`src/rtl/dm_access_ctrl_if.sv`:
```
// Bundle of requester-side and data-memory-side signals for dm_access_ctrl.
// The slave modport is the controller; master is whatever drives requests and the memory read data.
interface dm_access_ctrl_if #(
    parameter int ADDR_W = 9
);
    logic              req0;
    logic              req1;
    logic              we0;
    logic              we1;
    logic [ADDR_W-1:0] addr0;
    logic [ADDR_W-1:0] addr1;
    logic [2:0]        type0;
    logic [2:0]        type1;
    logic [31:0]       wdata0;
    logic [31:0]       wdata1;
    logic              ack0;
    logic              ack1;
    logic              err0;
    logic              err1;
    logic [31:0]       rdata0;
    logic [31:0]       rdata1;
    logic              busy;
    logic              dm_wr;
    logic [ADDR_W-3:0] dm_addr;
    logic [2:0]        dm_type;
    logic [31:0]       dm_din;
    logic [31:0]       dm_dout;

    modport master (
        output req0, req1, we0, we1, addr0, addr1, type0, type1, wdata0, wdata1, dm_dout,
        input  ack0, ack1, err0, err1, rdata0, rdata1, busy, dm_wr, dm_addr, dm_type, dm_din
    );

    modport slave (
        input  req0, req1, we0, we1, addr0, addr1, type0, type1, wdata0, wdata1, dm_dout,
        output ack0, ack1, err0, err1, rdata0, rdata1, busy, dm_wr, dm_addr, dm_type, dm_din
    );
endinterface

```
`src/rtl/dm_access_ctrl.sv`:
```
// Two-port data-memory arbiter/sequencer: full-word dm ops, sub-word stores via read-modify-write.
// Define DMCTRL_RR_EN for round-robin arbitration; otherwise port 0 has fixed priority.
module dm_access_ctrl #(
    parameter int ADDR_W = 9
) (
    input logic              clk,
    input logic              rst,
    dm_access_ctrl_if.slave  bus
);
    localparam logic [2:0] DM_WORD              = 3'b000;
    localparam logic [2:0] DM_HALFWORD          = 3'b001;
    localparam logic [2:0] DM_HALFWORD_UNSIGNED = 3'b010;
    localparam logic [2:0] DM_BYTE              = 3'b011;
    localparam logic [2:0] DM_BYTE_UNSIGNED     = 3'b100;

    typedef enum logic [1:0] {IDLE, RD, WR, RESP} state_t;

    function automatic logic is_byte(input logic [2:0] t);
        return (t == DM_BYTE) || (t == DM_BYTE_UNSIGNED);
    endfunction

    function automatic logic is_half(input logic [2:0] t);
        return (t == DM_HALFWORD) || (t == DM_HALFWORD_UNSIGNED);
    endfunction

    state_t            state;
    state_t            state_nx;
    logic              op_we;
    logic              op_port;
    logic              op_err;
    logic [ADDR_W-1:0] op_addr;
    logic [2:0]        op_type;
    logic [31:0]       op_wdata;
    logic [31:0]       rbuf;

    logic              any_req;
    logic              grant_port;
    logic              sel_we;
    logic [ADDR_W-1:0] sel_addr;
    logic [2:0]        sel_type;
    logic [31:0]       sel_wdata;
    logic              sel_misaligned;
    logic              sel_sub_word;

    assign any_req = bus.req0 | bus.req1;

`ifdef DMCTRL_RR_EN
    logic last_grant;

    always_comb begin
        grant_port = bus.req1;
        if (bus.req0 && bus.req1) begin
            grant_port = ~last_grant;
        end
    end

    always_ff @(posedge clk or posedge rst) begin
        if (rst) begin
            last_grant <= 1'b1;
        end else if (state == IDLE && any_req) begin
            last_grant <= grant_port;
        end
    end
`else
    always_comb begin
        grant_port = ~bus.req0;
    end
`endif

    // Unknown size codes fall through to the word rules (full alignment, no lane work).
    always_comb begin
        sel_we    = grant_port ? bus.we1    : bus.we0;
        sel_addr  = grant_port ? bus.addr1  : bus.addr0;
        sel_type  = grant_port ? bus.type1  : bus.type0;
        sel_wdata = grant_port ? bus.wdata1 : bus.wdata0;
        sel_sub_word = is_byte(sel_type) || is_half(sel_type);
        if (is_half(sel_type)) begin
            sel_misaligned = sel_addr[0];
        end else if (is_byte(sel_type)) begin
            sel_misaligned = 1'b0;
        end else begin
            sel_misaligned = |sel_addr[1:0];
        end
    end

    always_comb begin
        state_nx = state;
        case (state)
            IDLE: begin
                if (any_req) begin
                    if (sel_misaligned) begin
                        state_nx = RESP;
                    end else if (sel_we && !sel_sub_word) begin
                        state_nx = WR;
                    end else begin
                        state_nx = RD;
                    end
                end
            end
            RD:      state_nx = op_we ? WR : RESP;
            WR:      state_nx = RESP;
            RESP:    state_nx = IDLE;
            default: state_nx = IDLE;
        endcase
    end

    always_ff @(posedge clk or posedge rst) begin
        if (rst) begin
            state <= IDLE;
        end else begin
            state <= state_nx;
        end
    end

    always_ff @(posedge clk or posedge rst) begin
        if (rst) begin
            op_we    <= 1'b0;
            op_port  <= 1'b0;
            op_err   <= 1'b0;
            op_addr  <= '0;
            op_type  <= DM_WORD;
            op_wdata <= '0;
            rbuf     <= '0;
        end else begin
            if (state == IDLE && any_req) begin
                op_we    <= sel_we;
                op_port  <= grant_port;
                op_err   <= sel_misaligned;
                op_addr  <= sel_addr;
                op_type  <= sel_type;
                op_wdata <= sel_wdata;
            end
            if (state == RD) begin
                rbuf <= bus.dm_dout;
            end
        end
    end

    logic [31:0] merged;
    logic [31:0] shifted;
    logic [31:0] load_val;

    // Store merge: only the addressed lane(s) of the fetched word are replaced.
    always_comb begin
        merged = rbuf;
        if (is_byte(op_type)) begin
            case (op_addr[1:0])
                2'd0:    merged[7:0]   = op_wdata[7:0];
                2'd1:    merged[15:8]  = op_wdata[7:0];
                2'd2:    merged[23:16] = op_wdata[7:0];
                default: merged[31:24] = op_wdata[7:0];
            endcase
        end else if (is_half(op_type)) begin
            if (op_addr[1]) begin
                merged[31:16] = op_wdata[15:0];
            end else begin
                merged[15:0]  = op_wdata[15:0];
            end
        end else begin
            merged = op_wdata;
        end
    end

    always_comb begin
        shifted = rbuf >> {op_addr[1:0], 3'b000};
        case (op_type)
            DM_BYTE:              load_val = {{24{shifted[7]}}, shifted[7:0]};
            DM_BYTE_UNSIGNED:     load_val = {24'd0, shifted[7:0]};
            DM_HALFWORD:          load_val = {{16{shifted[15]}}, shifted[15:0]};
            DM_HALFWORD_UNSIGNED: load_val = {16'd0, shifted[15:0]};
            default:              load_val = shifted;
        endcase
    end

    logic resp;
    logic resp_data;

    assign resp      = (state == RESP);
    assign resp_data = resp && !op_err && !op_we;

    assign bus.ack0    = resp && !op_port;
    assign bus.ack1    = resp &&  op_port;
    assign bus.err0    = resp && !op_port && op_err;
    assign bus.err1    = resp &&  op_port && op_err;
    assign bus.rdata0  = (resp_data && !op_port) ? load_val : 32'd0;
    assign bus.rdata1  = (resp_data &&  op_port) ? load_val : 32'd0;
    assign bus.busy    = (state != IDLE);
    assign bus.dm_wr   = (state == WR);
    assign bus.dm_addr = op_addr[ADDR_W-1:2];
    assign bus.dm_type = DM_WORD;
    assign bus.dm_din  = (state == WR) ? merged : 32'd0;
endmodule

```
`src/flat_wrapper.sv`:
```
// flat-port wrapper written by rule: the top's interface ports become plain ports
module dm_access_ctrl_flat 
#(
    parameter int ADDR_W = 9
)
  (clk, rst, bus_req0, bus_req1, bus_we0, bus_we1, bus_addr0, bus_addr1, bus_type0, bus_type1, bus_wdata0, bus_wdata1, bus_dm_dout, bus_ack0, bus_ack1, bus_err0, bus_err1, bus_rdata0, bus_rdata1, bus_busy, bus_dm_wr, bus_dm_addr, bus_dm_type, bus_dm_din);
  dm_access_ctrl_if #(.ADDR_W(ADDR_W)) bus_i ();
  input logic clk;
  input logic rst;
  input wire logic [$bits(bus_i.req0)-1:0] bus_req0;
  input wire logic [$bits(bus_i.req1)-1:0] bus_req1;
  input wire logic [$bits(bus_i.we0)-1:0] bus_we0;
  input wire logic [$bits(bus_i.we1)-1:0] bus_we1;
  input wire logic [$bits(bus_i.addr0)-1:0] bus_addr0;
  input wire logic [$bits(bus_i.addr1)-1:0] bus_addr1;
  input wire logic [$bits(bus_i.type0)-1:0] bus_type0;
  input wire logic [$bits(bus_i.type1)-1:0] bus_type1;
  input wire logic [$bits(bus_i.wdata0)-1:0] bus_wdata0;
  input wire logic [$bits(bus_i.wdata1)-1:0] bus_wdata1;
  input wire logic [$bits(bus_i.dm_dout)-1:0] bus_dm_dout;
  output wire logic [$bits(bus_i.ack0)-1:0] bus_ack0;
  output wire logic [$bits(bus_i.ack1)-1:0] bus_ack1;
  output wire logic [$bits(bus_i.err0)-1:0] bus_err0;
  output wire logic [$bits(bus_i.err1)-1:0] bus_err1;
  output wire logic [$bits(bus_i.rdata0)-1:0] bus_rdata0;
  output wire logic [$bits(bus_i.rdata1)-1:0] bus_rdata1;
  output wire logic [$bits(bus_i.busy)-1:0] bus_busy;
  output wire logic [$bits(bus_i.dm_wr)-1:0] bus_dm_wr;
  output wire logic [$bits(bus_i.dm_addr)-1:0] bus_dm_addr;
  output wire logic [$bits(bus_i.dm_type)-1:0] bus_dm_type;
  output wire logic [$bits(bus_i.dm_din)-1:0] bus_dm_din;
  assign bus_i.req0 = bus_req0;
  assign bus_i.req1 = bus_req1;
  assign bus_i.we0 = bus_we0;
  assign bus_i.we1 = bus_we1;
  assign bus_i.addr0 = bus_addr0;
  assign bus_i.addr1 = bus_addr1;
  assign bus_i.type0 = bus_type0;
  assign bus_i.type1 = bus_type1;
  assign bus_i.wdata0 = bus_wdata0;
  assign bus_i.wdata1 = bus_wdata1;
  assign bus_i.dm_dout = bus_dm_dout;
  assign bus_ack0 = bus_i.ack0;
  assign bus_ack1 = bus_i.ack1;
  assign bus_err0 = bus_i.err0;
  assign bus_err1 = bus_i.err1;
  assign bus_rdata0 = bus_i.rdata0;
  assign bus_rdata1 = bus_i.rdata1;
  assign bus_busy = bus_i.busy;
  assign bus_dm_wr = bus_i.dm_wr;
  assign bus_dm_addr = bus_i.dm_addr;
  assign bus_dm_type = bus_i.dm_type;
  assign bus_dm_din = bus_i.dm_din;
  dm_access_ctrl #(.ADDR_W(ADDR_W)) u_core (.clk(clk), .rst(rst), .bus(bus_i));
endmodule
```
`config.mk`:
```
export PLATFORM = sky130hd
export DESIGN_NAME = dm_access_ctrl_flat
export DESIGN_NICKNAME = d
export VERILOG_FILES = /design/src/rtl/dm_access_ctrl_if.sv /design/src/rtl/dm_access_ctrl.sv /design/src/flat_wrapper.sv
export SDC_FILE = /design/constraint.sdc
export NUM_CORES = 1
export LEC_CHECK = 0
export CORE_MARGIN = 8
export CORE_UTILIZATION = 49
export CTS_CLUSTER_DIAMETER = 100
export DETAILED_ROUTE_END_ITERATION = 7
export PLACE_DENSITY = 0.88
export SETUP_SLACK_MARGIN = 0.3
export SLEW_MARGIN = 0
export SYNTH_ARGS = -nofsm -noshare
export SYNTH_HDL_FRONTEND = slang
export SYNTH_SLANG_ARGS = --single-unit
```
`constraint.sdc`:
```
create_clock -name clk -period 6.42 [get_ports clk]
set_input_delay 0.642 -clock clk [delete_from_list [all_inputs] [get_ports clk]]
set_output_delay 0.642 -clock clk [all_outputs]
set_load 0.05 [all_outputs]
```
Yosys cells after proc, flatten, opt, wreduce, memory -nomap -nowiden --
Cells that the tools add are included.
Word-level totals: bits in registers 81, latch bits 0, memory bits (writable) 0, bits in read-only memories 0, output and inout port bits 112, memories kept 0
Operators by class: add/subtract/negate cells 0, $mul 0, div/mod/pow operators 0, order comparisons 0, equal/unequal tests 14, shift-type cells 1, muxes and demuxes 23, bitwise logic cells 2, reduce and logical (&&, ||, !) cells 24
Operators by type and width (number):
- $mux W32 | 6
- $pmux W32 S4 | 1
- $mux W16 | 2
- $mux W8 | 4
- $shr A32 B5 Y32 | 1
- $eq A3 B2 Y1 const B | 4
- $logic_and A1 B1 Y1 | 10
- $mux W9 | 1
- $pmux W2 S4 | 1
- $eq A2 B2 Y1 const B | 3
- $eq A3 B1 Y1 const B | 2
- $eq A3 B3 Y1 const B | 2
- $mux W2 | 3
- $logic_or A1 B1 Y1 | 5
- $eq A2 B1 Y1 const B | 2
- $logic_not A1 Y1 | 4
- $logic_not A2 Y1 | 2
- $mux W1 | 4
- $mux W3 | 1
- $reduce_or A3 Y1 | 1
- $ne A2 B1 Y1 const B | 1
- $reduce_bool A2 Y1 | 1
- $reduce_or A2 Y1 | 1
- $not A1 Y1 | 1
- $or A1 B1 Y1 | 1

Depth between registers and ports, before layout --
Gate-level depths: netlist of the first run.
word-level depth 10, mapped depth 7, mapped depth without buffers 5

Worst setup path before layout of the first run --
Ideal clock, no wire load.
path type register to output, start register u_core.state[0], end output port bus_rdata0[10], arrival time 2910 ps, data required time 5778 ps, path slack 2868 ps, stages on the path, launching flop included 6, cells stage by stage dfrtp_1 ha_1 nor2b_1 nand2_1 clkbuf_1 nor3_1
Between the ends: longest elaborated chain between the ends 5
RTL lines:
- start: declaration | RTL line dm_access_ctrl.sv:26 | state_t state;
- start signal: assignment | RTL line dm_access_ctrl.sv:111 | state <= state_nx;
- $eq A2 B2 Y1 | RTL line dm_access_ctrl.sv:178 | assign resp = (state == RESP);
- $logic_and A1 B1 Y1 (2 in a row) | RTL line dm_access_ctrl.sv:179 | assign resp_data = resp && !op_err && !op_we;
- $logic_and A1 B1 Y1 | RTL line dm_access_ctrl.sv:185 | assign bus.rdata0 = (resp_data && !op_port) ? load_val : 32'd0;
- $mux W32 | RTL line dm_access_ctrl.sv:185
- end: declaration | RTL line flat_wrapper.sv:25 | output wire logic [$bits(bus_i.rdata0)-1:0] bus_rdata0;
No other way between the ends.

Final worst setup path of the first run --
start register u_core.op_addr[1], end output port bus_rdata1[18]
Between the ends: longest elaborated chain between the ends 3
RTL lines:
- start: declaration | RTL line dm_access_ctrl.sv:31 | logic [ADDR_W-1:0] op_addr;
- start signal: assignment | RTL line dm_access_ctrl.sv:129 | op_addr <= sel_addr;
- $shr A32 B5 Y32 | RTL line dm_access_ctrl.sv:165 | shifted = rbuf >> {op_addr[1:0], 3'b000};
- $pmux W32 S4 | RTL line dm_access_ctrl.sv:166 | case (op_type)
- $mux W32 | RTL line dm_access_ctrl.sv:186 | assign bus.rdata1 = (resp_data && op_port) ? load_val : 32'd0;
- end: declaration | RTL line flat_wrapper.sv:26 | output wire logic [$bits(bus_i.rdata1)-1:0] bus_rdata1;
No other way between the ends.

==> out/results.tsv, run 1 <==
stage	metric	value	unit
global_routing	met1 Use GR	31.3	%
placed_design	placed cell area	8410	um2
timing	Final Setup Violations	0	
yosys	ys flop type	dfrtp_1	
global_routing	largest net degree at the start of global routing	82	
setup_path	WP buf/inv	2	
clock_tree	PostCTS Resize Cnt	0	
yosys	post-synthesis sequential area ratio	33.0	%
setup_path	CP peak stage delay	0.94	ns
yosys	Ys Warns	0	
die	Cell Rows	41	
pwr	power per cell area	565	nW/um2
die	Die ar.	16400	um2
cells_and_area	Final Util	70.3	%
placed_design	post-DP HPWL	16.1	mm
clock_tree	clock sink count	81	
setup_path	RR Startpoint	u_core.state[0]	
setup_path	CP Capture Type	primary output	
detailed_routing	vias per cell	5.76	
clock_tree	maximum number of buffers from clock root to sink	2	
global_routing	grt ovf	0	
worst_hold_path	worst min-delay path class	flop to flop	
global_routing	initial antenna violation count	1	
setup_path	FF-to-FF setup slack	4.44	ns
die	initial core utilization	49.5	%
global_routing	vias in the first global route	5961	
global_routing	met3 usage	6.70	%
timing	Final Cycle Share	71.1	%
clock_tree	Setup Fix Bufs, Post-CTS	0	
detailed_routing	DR iter-0 viols	470	
clock_tree	Worst-path clk slew	0.06	ns
timing	final clock skew	0.00870	ns
outcome	status	finished clean	
global_routing	first-pass GRT wire length	32.7	mm
yosys	Area contributors post-synth	dfrtp_1 33%, mux2i_1 15%, mux2_2 9.0%	
clock_tree	CTS hold repair buffers	0	
placed_design	Port Buffers	234	
cells_and_area	final instance area	8720	um2
placed_design	GPL Wtd Cong	0.880	
cells_and_area	layout cells sized above 1	10.8	%
clock_tree	clock latency on the worst-skew pair	0.34	ns
timing	RSZ-0062 raised after global routing	false	
worst_hold_path	worst hold stages	2	
detailed_routing	final WL	21.3	mm
cells_and_area	Final Net Count	1011	
setup_path	R2R depth	5	
yosys	Avg Inst Size Synth	8.79	um2
pwr	leakage	3.66	nW
global_routing	met2 Track Usage GR	41.8	%
cells_and_area	Layout area overhead	42.1	%
yosys	most frequent cell after synthesis	mux2i_1	
die	chip height	128	um
setup_path	Crit Path Category	flop to primary output	
timing	hold slack	0.480	ns
setup_path	CP max-delay cell	dfrtp_2	
detailed_routing	average wire per standard cell	20.2	um
detailed_routing	final antenna-violating net count	0	
yosys	number of flops mapped to enable cells by yosys	0	
pwr	peak supply drop	265	uV
detailed_routing	vias	6096	
die	Top Ports	238	
yosys	Yosys top cell by area	dfrtp_1	
pwr	overall power	4.93	mW
timing	Worst-Margin Slew	1.26	ns
clock_tree	root buf cell	clkbuf_16	
setup_path	CP Cell Sequence	buf_4 > mux4_2 > and3_1 > a211oi_1 > nor2_1 > clkdlybuf4s50_1	
timing	Rel. slew slack	15.4	%
timing	Max Freq	219	MHz
setup_path	Critical Path AT	3.92	ns
setup_path	Worst path depth	6	
yosys	Synth top area share	33.0	%
setup_path	required time worst endpoint	5.78	ns
detailed_routing	drt drc	0	
die	core area	12400	um2
yosys	list of most frequent post-synthesis cells	94 x mux2i_1, 81 x dfrtp_1, 80 x o21ai_0	
timing	Pins Over Slew Limit	0	
yosys	Syn Inst Count	699	
yosys	number of synthesized register bits	81	
worst_hold_path	min-delay src	u_core.op_addr[3]	
yosys	asr flop ratio synth	100	%
die	Die Wd	128	um
clock_tree	CTS tree	built	
global_routing	GR peak layer	met2	
timing	Hold Vio Cnt, Final	0	
clock_tree	cts bufs inserted	9	
cells_and_area	Ant. Diodes	0	
setup_path	peak fanout along the critical path	38	
setup_path	worst reg2reg endpoint	u_core.op_wdata[14]	
yosys	Post-Syn Area	6140	um2
worst_hold_path	Hold Path Sink	u_core.op_addr[3]	
setup_path	Worst Setup Start Kind	flop	
job	Max Cap Viol	0	
timing	Final Critical Period	4.56	ns
timing	setup TNS	0	ns
clock_tree	H-tree levels	3	
yosys	post-synth cell types	49	
global_routing	Total GRT Usage	25.6	%
detailed_routing	DR pass1 iterations	5	
setup_path	crit-path leading delay family	buffers and inverters	
-- layout make-up --
cell class	count	area (um2)
well taps	172	215
flip-flops and latches	81	2030
clock inverters	5	80.1
repair buffers	243	2400
fillers	998	3690
multi-input cells	539	3740
inverters	7	27.5
clock buffers	11	233
-- cell families (layout without fill, tap and decap cells) --
group,count (synthesis),after routing,share of synthesized area (%)
AO/OA/AOI/OAI,199,199,21.2
flip-flops,81,81,33.0
buffers and inverters,81,266,6.52
XOR/XNOR,1,1,0.265
multiplexers,144,144,24.7
adder cells (fa/ha/maj),4,4,0.815
other,1,3,0.0611
AND/OR/NAND/NOR,188,188,13.4
-- flip-flops by register name, summed over array words and instances, names as in the netlist --
register	count
u_core.op_wdata	32
u_core.rbuf	32
u_core.op_addr	9
u_core.op_type	3
u_core.state	2
u_core.op_err	1
u_core.op_port	1
u_core.op_we	1
-- how the worst max path moves through the flow --
stage | slack [ns] | to | startpoint
after floorplan | 2.87 | bus_rdata0[10] | u_core.state[0]
final | 1.86 | bus_rdata1[18] | u_core.op_addr[1]
after CTS | 1.92 | bus_rdata1[18] | u_core.op_addr[1]
after global placement | 2.36 | bus_rdata0[22] | u_core.op_addr[1]
after detailed placement | 2.29 | bus_rdata1[18] | u_core.op_addr[1]
after global routing | 1.68 | bus_rdata1[15] | u_core.op_addr[1]
-- power breakdown --
part | internal [mW] | total [mW] | leakage (nW) | switching (mW)
clock | 0.340 | 0.556 | 0.146 | 0.215
sequential | 0.766 | 1.22 | 0.978 | 0.450
combinational | 1.17 | 3.15 | 2.54 | 1.98
total | 2.28 | 4.93 | 3.66 | 2.65
-- through the flow --
| step | worst slack [ns] | instances |
|---|---|---|
| finish | 1.86 | 1058 |
| global route | 1.68 | 1058 |
| CTS | 1.92 | 1058 |
| detailed placement | 2.29 | 1042 |
| global placement | 2.36 | 1042 |
| floorplan | 2.87 | 701 |
-- worst reg2reg max path, delay by kind of cell (launching register included) --
kind,cells,cell delay (ns)
AOI/OAI and AO/OA,2,0.45
DFF,1,0.39
adders and majority gates,1,0.29
buffers and inverters,2,0.69
-- cell usage in the layout, fill, tap and decap left out, drive strengths merged, types with 4 or more instances in the layout --
cell type and count:
a211oi 17, a21boi 8, a21oi 51, a221oi 9, and2 4, and3 4, buf 10, clkbuf 11
clkdlybuf4s50 233, dfrtp 81, ha 4, inv 6, mux2 49, mux2i 94, nand2 74, nand3 26
nor2 51, nor3 17, o211a 16, o21ai 82, o2bb2ai 8
-- per-layer routing --
| layer | wire length [um] | part of all wire, % |
|---|---|---|
| met1 | 8800 | 41 |
| met2 | 10000 | 47 |
| met3 | 1840 | 8.6 |
| met4 | 655 | 3.1 |
| met5 | 13 | 0.061 |
(Power assumes the default switching activity.)
==> run 2, diff against run 1 <==
--- a/config.mk
+++ b/config.mk
@@ -6,10 +6,10 @@
 export NUM_CORES = 1
 export LEC_CHECK = 0
 export CORE_MARGIN = 8
-export CORE_UTILIZATION = 49
+export CORE_UTILIZATION = 45
 export CTS_CLUSTER_DIAMETER = 100
 export DETAILED_ROUTE_END_ITERATION = 7
-export PLACE_DENSITY = 0.88
+export PLACE_DENSITY = 0.82
 export SETUP_SLACK_MARGIN = 0.3
 export SLEW_MARGIN = 0
 export SYNTH_ARGS = -nofsm -noshare
==> constraint.sdc (replaced) <==
create_clock -name clk -period 4.6 [get_ports clk]
set_input_delay 0.46 -clock clk [delete_from_list [all_inputs] [get_ports clk]]
set_output_delay 0.46 -clock clk [all_outputs]
set_load 0.05 [all_outputs]
==> run 2 against run 1 <==
Effect of this change: global-route usage down 2.2 points; sequential share of layout area is 0.32 points higher; highest routed layer is now met4; hold slack lost 0.0013 ns; core utilization down 5.6 points; design area is 1.4% lower; non-clock buffer count increased by 2; power increased by 37%; first-iteration DRC count is 11% lower; combinational power up 40%; flip-flop and latch count unchanged.
==> out/results.tsv, run 2 (synthesis results as in run 1) <==
stage	metric	value	unit	change
outcome	status	finished clean		unchanged
setup_path	required time worst endpoint	4.14	ns	was 5.78 ns
global_routing	initial antenna violation count	0		was 1
detailed_routing	average wire per standard cell	19.9	um	was 20.2 um
detailed_routing	drt drc	0		unchanged
die	Die Wd	133	um	was 128 um
pwr	leakage	3.78	nW	was 3.66 nW
clock_tree	CTS tree	built		unchanged
cells_and_area	final instance area	8610	um2	was 8720 um2
setup_path	peak fanout along the critical path	40		was 38
pwr	peak supply drop	304	uV	was 265 uV
cells_and_area	Ant. Diodes	0		unchanged
die	Die ar.	17600	um2	was 16,400 um2
detailed_routing	final WL	21.2	mm	was 21.3 mm
die	initial core utilization	46.2	%	was 49.5%
cells_and_area	fill cell count	1179		was 998
timing	Rel. slew slack	15.5	%	was 15.4%
clock_tree	CTS hold repair buffers	0		unchanged
timing	Hold Vio Cnt, Final	0		unchanged
worst_hold_path	worst hold stages	2		unchanged
cells_and_area	Multi-input gate area	3740	um2	unchanged
detailed_routing	vias per cell	5.65		was 5.76
timing	hold slack	0.479	ns	was 0.480 ns
clock_tree	PostCTS Resize Cnt	0		unchanged
placed_design	post-DP HPWL	16.5	mm	was 16.1 mm
cells_and_area	final cell count without fillers	1064		was 1,058
pwr	overall power	6.74	mW	was 4.93 mW
detailed_routing	DR iter-0 viols	419		was 470
setup_path	worst reg2reg endpoint	u_core.op_wdata[24]		was u_core.op_wdata[14]
setup_path	R2R depth	5		unchanged
clock_tree	maximum number of buffers from clock root to sink	2		unchanged
setup_path	crit-path leading delay family	compound AO/OA/AOI/OAI gates		was buffers and inverters
clock_tree	clock latency on the worst-skew pair	0.34	ns	about the same
clock_tree	Worst-path clk slew	0.06	ns	about the same
placed_design	placed cell area	8330	um2	was 8410 um2
global_routing	grt ovf	0		unchanged
setup_path	RR Startpoint	u_core.state[0]		unchanged
timing	setup TNS	0	ns	unchanged
timing	Final Critical Period	3.68	ns	
global_routing	vias in the first global route	5908		was 5,961
setup_path	WP buf/inv	2		unchanged
placed_design	placed insts	1048		was 1,042
job	Max Cap Viol	0		unchanged
cells_and_area	Final Net Count	1013		was 1,011
timing	Final Setup Violations	0		unchanged
setup_path	CP Capture Type	primary output		unchanged
cells_and_area	Final Util	64.7	%	was 70.3%
die	Cell Rows	42		was 41
detailed_routing	final antenna-violating net count	0		unchanged
placed_design	pre-CTS WS	1.34	ns	was 2.29 ns
timing	Final Cycle Share	79.9	%	
die	chip height	133	um	was 128 um
cells_and_area	biggest regs	u_core.op_wdata x32, u_core.rbuf x32, u_core.op_addr x9		unchanged
setup_path	CP Cell Sequence	buf_4 > mux2i_1 > o2bb2ai_2 > o21ai_0 > nor3_1 > buf_12		was buf_4 > mux4_2 > and3_1 > a211oi_1 > nor2_1 > clkdlybuf4s50_1
timing	Worst-Margin Slew	1.26	ns	about the same
setup_path	Crit Path Category	flop to primary output		unchanged
setup_path	CP max-delay cell	o2bb2ai_2		was dfrtp_2
timing	RSZ-0062 raised after global routing	false		unchanged
timing	Final WS setup	0.924	ns	was 1.86 ns
global_routing	Total GRT Usage	23.4	%	was 25.6%
setup_path	Worst Setup Start Kind	flop		unchanged
cells_and_area	layout cells sized above 1	17.2	%	was 10.8%
die	Top Ports	238		unchanged
clock_tree	cts bufs inserted	9		unchanged
cells_and_area	commonest cells after routing, fill and taps aside	177 x clkdlybuf4s50_1, 93 x mux2i_1, 80 x dfrtp_1		was 233 x clkdlybuf4s50_1, 93 x mux2i_1, 80 x dfrtp_1
setup_path	CP peak stage delay	0.72	ns	was 0.94 ns
global_routing	first-pass GRT wire length	33.0	mm	was 32.7 mm
cells_and_area	Reg area	2030	um2	unchanged
detailed_routing	DR pass1 iterations	5		unchanged
clock_tree	H-tree levels	3		unchanged
global_routing	largest net degree at the start of global routing	50		was 82
detailed_routing	vias	6015		was 6,096
cells_and_area	Layout area overhead	40.1	%	was 42.1%
timing	final clock skew	0.00382	ns	was 0.00870 ns
clock_tree	root buf cell	clkbuf_16		unchanged
worst_hold_path	Hold Path Sink	u_core.op_addr[7]		was u_core.op_addr[3]
die	core area	13300	um2	was 12,400 um2
placed_design	GPL Wtd Cong	0.874		was 0.880
cells_and_area	most common cell after layout, fill and taps aside	clkdlybuf4s50_1		unchanged
setup_path	CP startpoint	u_core.op_addr[1]		unchanged
worst_hold_path	worst min-delay path class	flop to flop		unchanged
setup_path	FF-to-FF setup slack	2.59	ns	was 4.44 ns
placed_design	Port Buffers	234		unchanged
worst_hold_path	min-delay src	u_core.op_addr[7]		was u_core.op_addr[3]
clock_tree	Setup Fix Bufs, Post-CTS	0		unchanged
setup_path	Critical Path AT	3.22	ns	was 3.92 ns
clock_tree	clock sink count	81		unchanged
timing	Pins Over Slew Limit	0		unchanged
pwr	power per cell area	783	nW/um2	was 565 nW/um2
timing	Max Freq	272	MHz	
==> run 2: worst max-delay path by stage <==
stage | endpoint | slack (ns) | depth (start not counted)
final | bus_rdata1[15] | 0.92 | 6
after global routing | bus_rdata1[15] | 0.70 | 6
after CTS | bus_rdata1[15] | 0.96 | 6
after detailed placement | bus_rdata1[15] | 1.34 | 6
after global placement | bus_rdata1[15] | 1.38 | 6
after floorplan | bus_rdata0[10] | 1.23 | 5
==> run 2: final cells by class <==
| cell class | count | area share (%) |
|---|---|---|
| Clock buffer | 14 | 3.07 |
| Clock inverter | 2 | 0.145 |
| Inverter | 7 | 0.320 |
| Multi-Input combinational cell | 539 | 43.4 |
| Sequential cell | 81 | 23.6 |
| Tap cell | 176 | 2.56 |
| Timing Repair Buffer | 245 | 26.9 |
==> run 2: worst min-delay path, cell delays in order, from the launching register on <==
cell,delay [ns]
dfrtp_1,0.34
nand2_1,0.05
o21ai_0,0.06
==> run 2: metal layers <==
metal	vias to the layer above	track usage (%)	wire length (um)	share of wire (%)
li1	2884	-	-	-
met1	2835	29.4	8950	42
met2	266	37.7	9960	47
met3	30	6.81	1750	8.3
met4	0	7.38	489	2.3
met5	-	0	0	0
==> run 2: power by group <==
part | leakage [nW] | internal [mW] | switching (mW)
clock | 0.133 | 0.395 | 0.278
combinational | 2.67 | 1.63 | 2.78
sequential | 0.978 | 1.07 | 0.585
==> run 3, diff against run 2 <==
--- a/config.mk
+++ b/config.mk
@@ -6,10 +6,10 @@
 export NUM_CORES = 1
 export LEC_CHECK = 0
 export CORE_MARGIN = 8
-export CORE_UTILIZATION = 45
+export CORE_UTILIZATION = 41
 export CTS_CLUSTER_DIAMETER = 100
 export DETAILED_ROUTE_END_ITERATION = 7
-export PLACE_DENSITY = 0.82
+export PLACE_DENSITY = 0.79
 export SETUP_SLACK_MARGIN = 0.3
 export SLEW_MARGIN = 0
 export SYNTH_ARGS = -nofsm -noshare
==> constraint.sdc (replaced) <==
create_clock -name clk -period 3.3 [get_ports clk]
set_input_delay 0.33 -clock clk [delete_from_list [all_inputs] [get_ports clk]]
set_output_delay 0.33 -clock clk [all_outputs]
set_load 0.05 [all_outputs]
==> run 3 against run 2 <==
Effect of this change: final cell count grew 2.1%; largest cell class unchanged; clock power grew 52%; power grew 51%; die area grew 8.6%.
==> out/results.tsv, run 3 (synthesis results as in run 1) <==
stage	metric	value	unit	change
placed_design	placed insts	1065		was 1,048
global_routing	largest net degree at the start of global routing	53		was 50
setup_path	peak fanout along the critical path	46		was 40
cells_and_area	Final Net Count	1026		was 1,013
setup_path	RR Startpoint	u_core.state[0]		unchanged
clock_tree	cts bufs inserted	9		unchanged
cells_and_area	fill cell count	1168		was 1,179
cells_and_area	biggest regs	u_core.op_wdata x32, u_core.rbuf x32, u_core.op_addr x9		unchanged
timing	Max Freq	351	MHz	
timing	Rel. slew slack	49.4	%	was 15.5%
cells_and_area	final cell count without fillers	1086		was 1,064
die	initial core utilization	42.1	%	was 46.2%
pwr	leakage	4.13	nW	was 3.78 nW
job	Max Cap Viol	0		unchanged
die	chip height	138	um	was 133 um
timing	Final Critical Period	2.85	ns	
detailed_routing	vias per cell	5.57		was 5.65
detailed_routing	vias	6053		was 6,015
detailed_routing	DR pass1 iterations	5		unchanged
setup_path	Critical Path AT	2.52	ns	was 3.22 ns
pwr	overall power	10.2	mW	was 6.74 mW
setup_path	CP Capture Type	primary output		unchanged
pwr	peak supply drop	444	uV	was 304 uV
worst_hold_path	worst min-delay path class	input port to asynchronous set/reset pin		was flop to flop
cells_and_area	layout cells sized above 1	23.2	%	was 17.2%
setup_path	Crit Path Category	flop to primary output		unchanged
detailed_routing	DR iter-0 viols	569		was 419
timing	final clock skew	0.00366	ns	was 0.00382 ns
die	Top Ports	238		unchanged
setup_path	CP Cell Sequence	buf_8 > nor2b_1 > buf_4 > o2bb2ai_2 > buf_4 > o21ai_0 > nor3_1 > buf_12		was buf_4 > mux2i_1 > o2bb2ai_2 > o21ai_0 > nor3_1 > buf_12
die	Die ar.	19200	um2	was 17,600 um2
global_routing	grt ovf	0		unchanged
die	Die Wd	138	um	was 133 um
setup_path	CP peak stage delay	0.41	ns	was 0.72 ns
placed_design	GPL Wtd Cong	0.898		was 0.874
setup_path	worst reg2reg endpoint	u_core.op_wdata[14]		was u_core.op_wdata[24]
setup_path	WP buf/inv	4		was 2
global_routing	Total GRT Usage	22.3	%	was 23.4%
timing	Final Setup Violations	0		unchanged
cells_and_area	most common cell after layout, fill and taps aside	clkdlybuf4s50_1		unchanged
pwr	power per cell area	1070	nW/um2	was 783 nW/um2
timing	Final Cycle Share	86.4	%	
clock_tree	Worst-path clk slew	0.06	ns	about the same
timing	RSZ-0062 raised after global routing	false		unchanged
clock_tree	CTS hold repair buffers	0		unchanged
setup_path	CP most frequent cell	buf_4		
clock_tree	CTS tree	built		unchanged
detailed_routing	average wire per standard cell	20.3	um	was 19.9 um
global_routing	first-pass GRT wire length	34.2	mm	was 33.0 mm
setup_path	FF-to-FF setup slack	1.68	ns	was 2.59 ns
clock_tree	clock latency on the worst-skew pair	0.35	ns	was 0.34 ns
outcome	status	finished clean		unchanged
clock_tree	H-tree levels	3		unchanged
timing	Worst-Margin Slew	0.754	ns	was 1.26 ns
detailed_routing	final WL	22.0	mm	was 21.2 mm
die	Cell Rows	44		was 42
setup_path	R2R depth	5		unchanged
clock_tree	maximum number of buffers from clock root to sink	2		unchanged
timing	Pins Over Slew Limit	0		unchanged
detailed_routing	drt drc	0		unchanged
setup_path	CP max-delay cell	dfrtp_1		was o2bb2ai_2
clock_tree	clock sink count	81		unchanged
setup_path	crit-path leading delay family	buffers and inverters		was compound AO/OA/AOI/OAI gates
setup_path	required time worst endpoint	2.97	ns	was 4.14 ns
cells_and_area	Layout area overhead	55.3	%	was 40.1%
placed_design	post-DP HPWL	17.1	mm	was 16.5 mm
global_routing	vias in the first global route	6021		was 5,908
detailed_routing	final antenna-violating net count	0		unchanged
global_routing	initial antenna violation count	1		was 0
setup_path	Worst Setup Start Kind	flop		unchanged
timing	Hold Vio Cnt, Final	0		unchanged
clock_tree	root buf cell	clkbuf_16		unchanged
cells_and_area	commonest cells after routing, fill and taps aside	137 x clkdlybuf4s50_1, 93 x mux2i_1, 80 x dfrtp_1		was 177 x clkdlybuf4s50_1, 93 x mux2i_1, 80 x dfrtp_1
die	core area	14600	um2	was 13,300 um2
timing	setup TNS	0	ns	unchanged
placed_design	Port Buffers	234		unchanged
-- run 3: repair_timing --
action / in CTS / in global routing
endpoints found under the setup margin: 0 / 45
setup buffers: 0 / 4
gates resized for setup: 0 / 7
-- run 3: worst max path at each step --
stage	from	to	depth (start not counted)
6_report	u_core.op_addr[0]	bus_rdata1[15]	8
2_1_floorplan	u_core.state[0]	bus_rdata0[10]	5
4_1_cts	u_core.op_addr[1]	bus_dm_din[16]	8
3_3_place_gp	u_core.op_type[2]	bus_rdata0[24]	5
3_5_place_dp	u_core.op_addr[1]	bus_dm_din[16]	8
5_1_grt	u_core.op_addr[0]	bus_rdata1[15]	8
-- run 3: stage by stage --
step           area (um2)  utilization, %  setup WS, ns  hold WS [ns]
3_3_place_gp         9180            62.9         0.734         0.461
4_1_cts              9480            65.0         0.312         0.344
5_1_grt              9540            65.4         0.272         0.392
2_1_floorplan        6150               -        0.0597         0.451
6_report             9540            65.4         0.450         0.336
3_5_place_dp         9180            62.9         0.705         0.472
-- run 3: report_power, final --
part	switching, mW	internal [mW]	leakage (nW)	total, mW
combinational	4.09	2.83	3.01	6.92
clock	0.415	0.607	0.135	1.02
sequential	0.769	1.49	0.978	2.26
total	5.27	4.94	4.13	10.2
-- run 3: area by class of cell --
class | count | area (um2) | share of cell area, %
Inverter | 7 | 27.5 | 0.289
Multi-Input combinational cell | 539 | 3740 | 39.2
Antenna cell | 1 | 2.50 | 0.0262
Tap cell | 184 | 230 | 2.41
Timing Repair Buffer | 258 | 3210 | 33.6
Clock inverter | 4 | 52.6 | 0.551
Sequential cell | 81 | 2030 | 21.3
Clock buffer | 12 | 246 | 2.58
-- run 3: routing by layer --
metal	up-vias	share of wire (%)	global-route usage, %
met5	-	0	0
met4	0	2.3	7.32
met3	36	8.8	6.88
met2	284	47	35.8
met1	2816	42	27.8
li1	2917	-	-
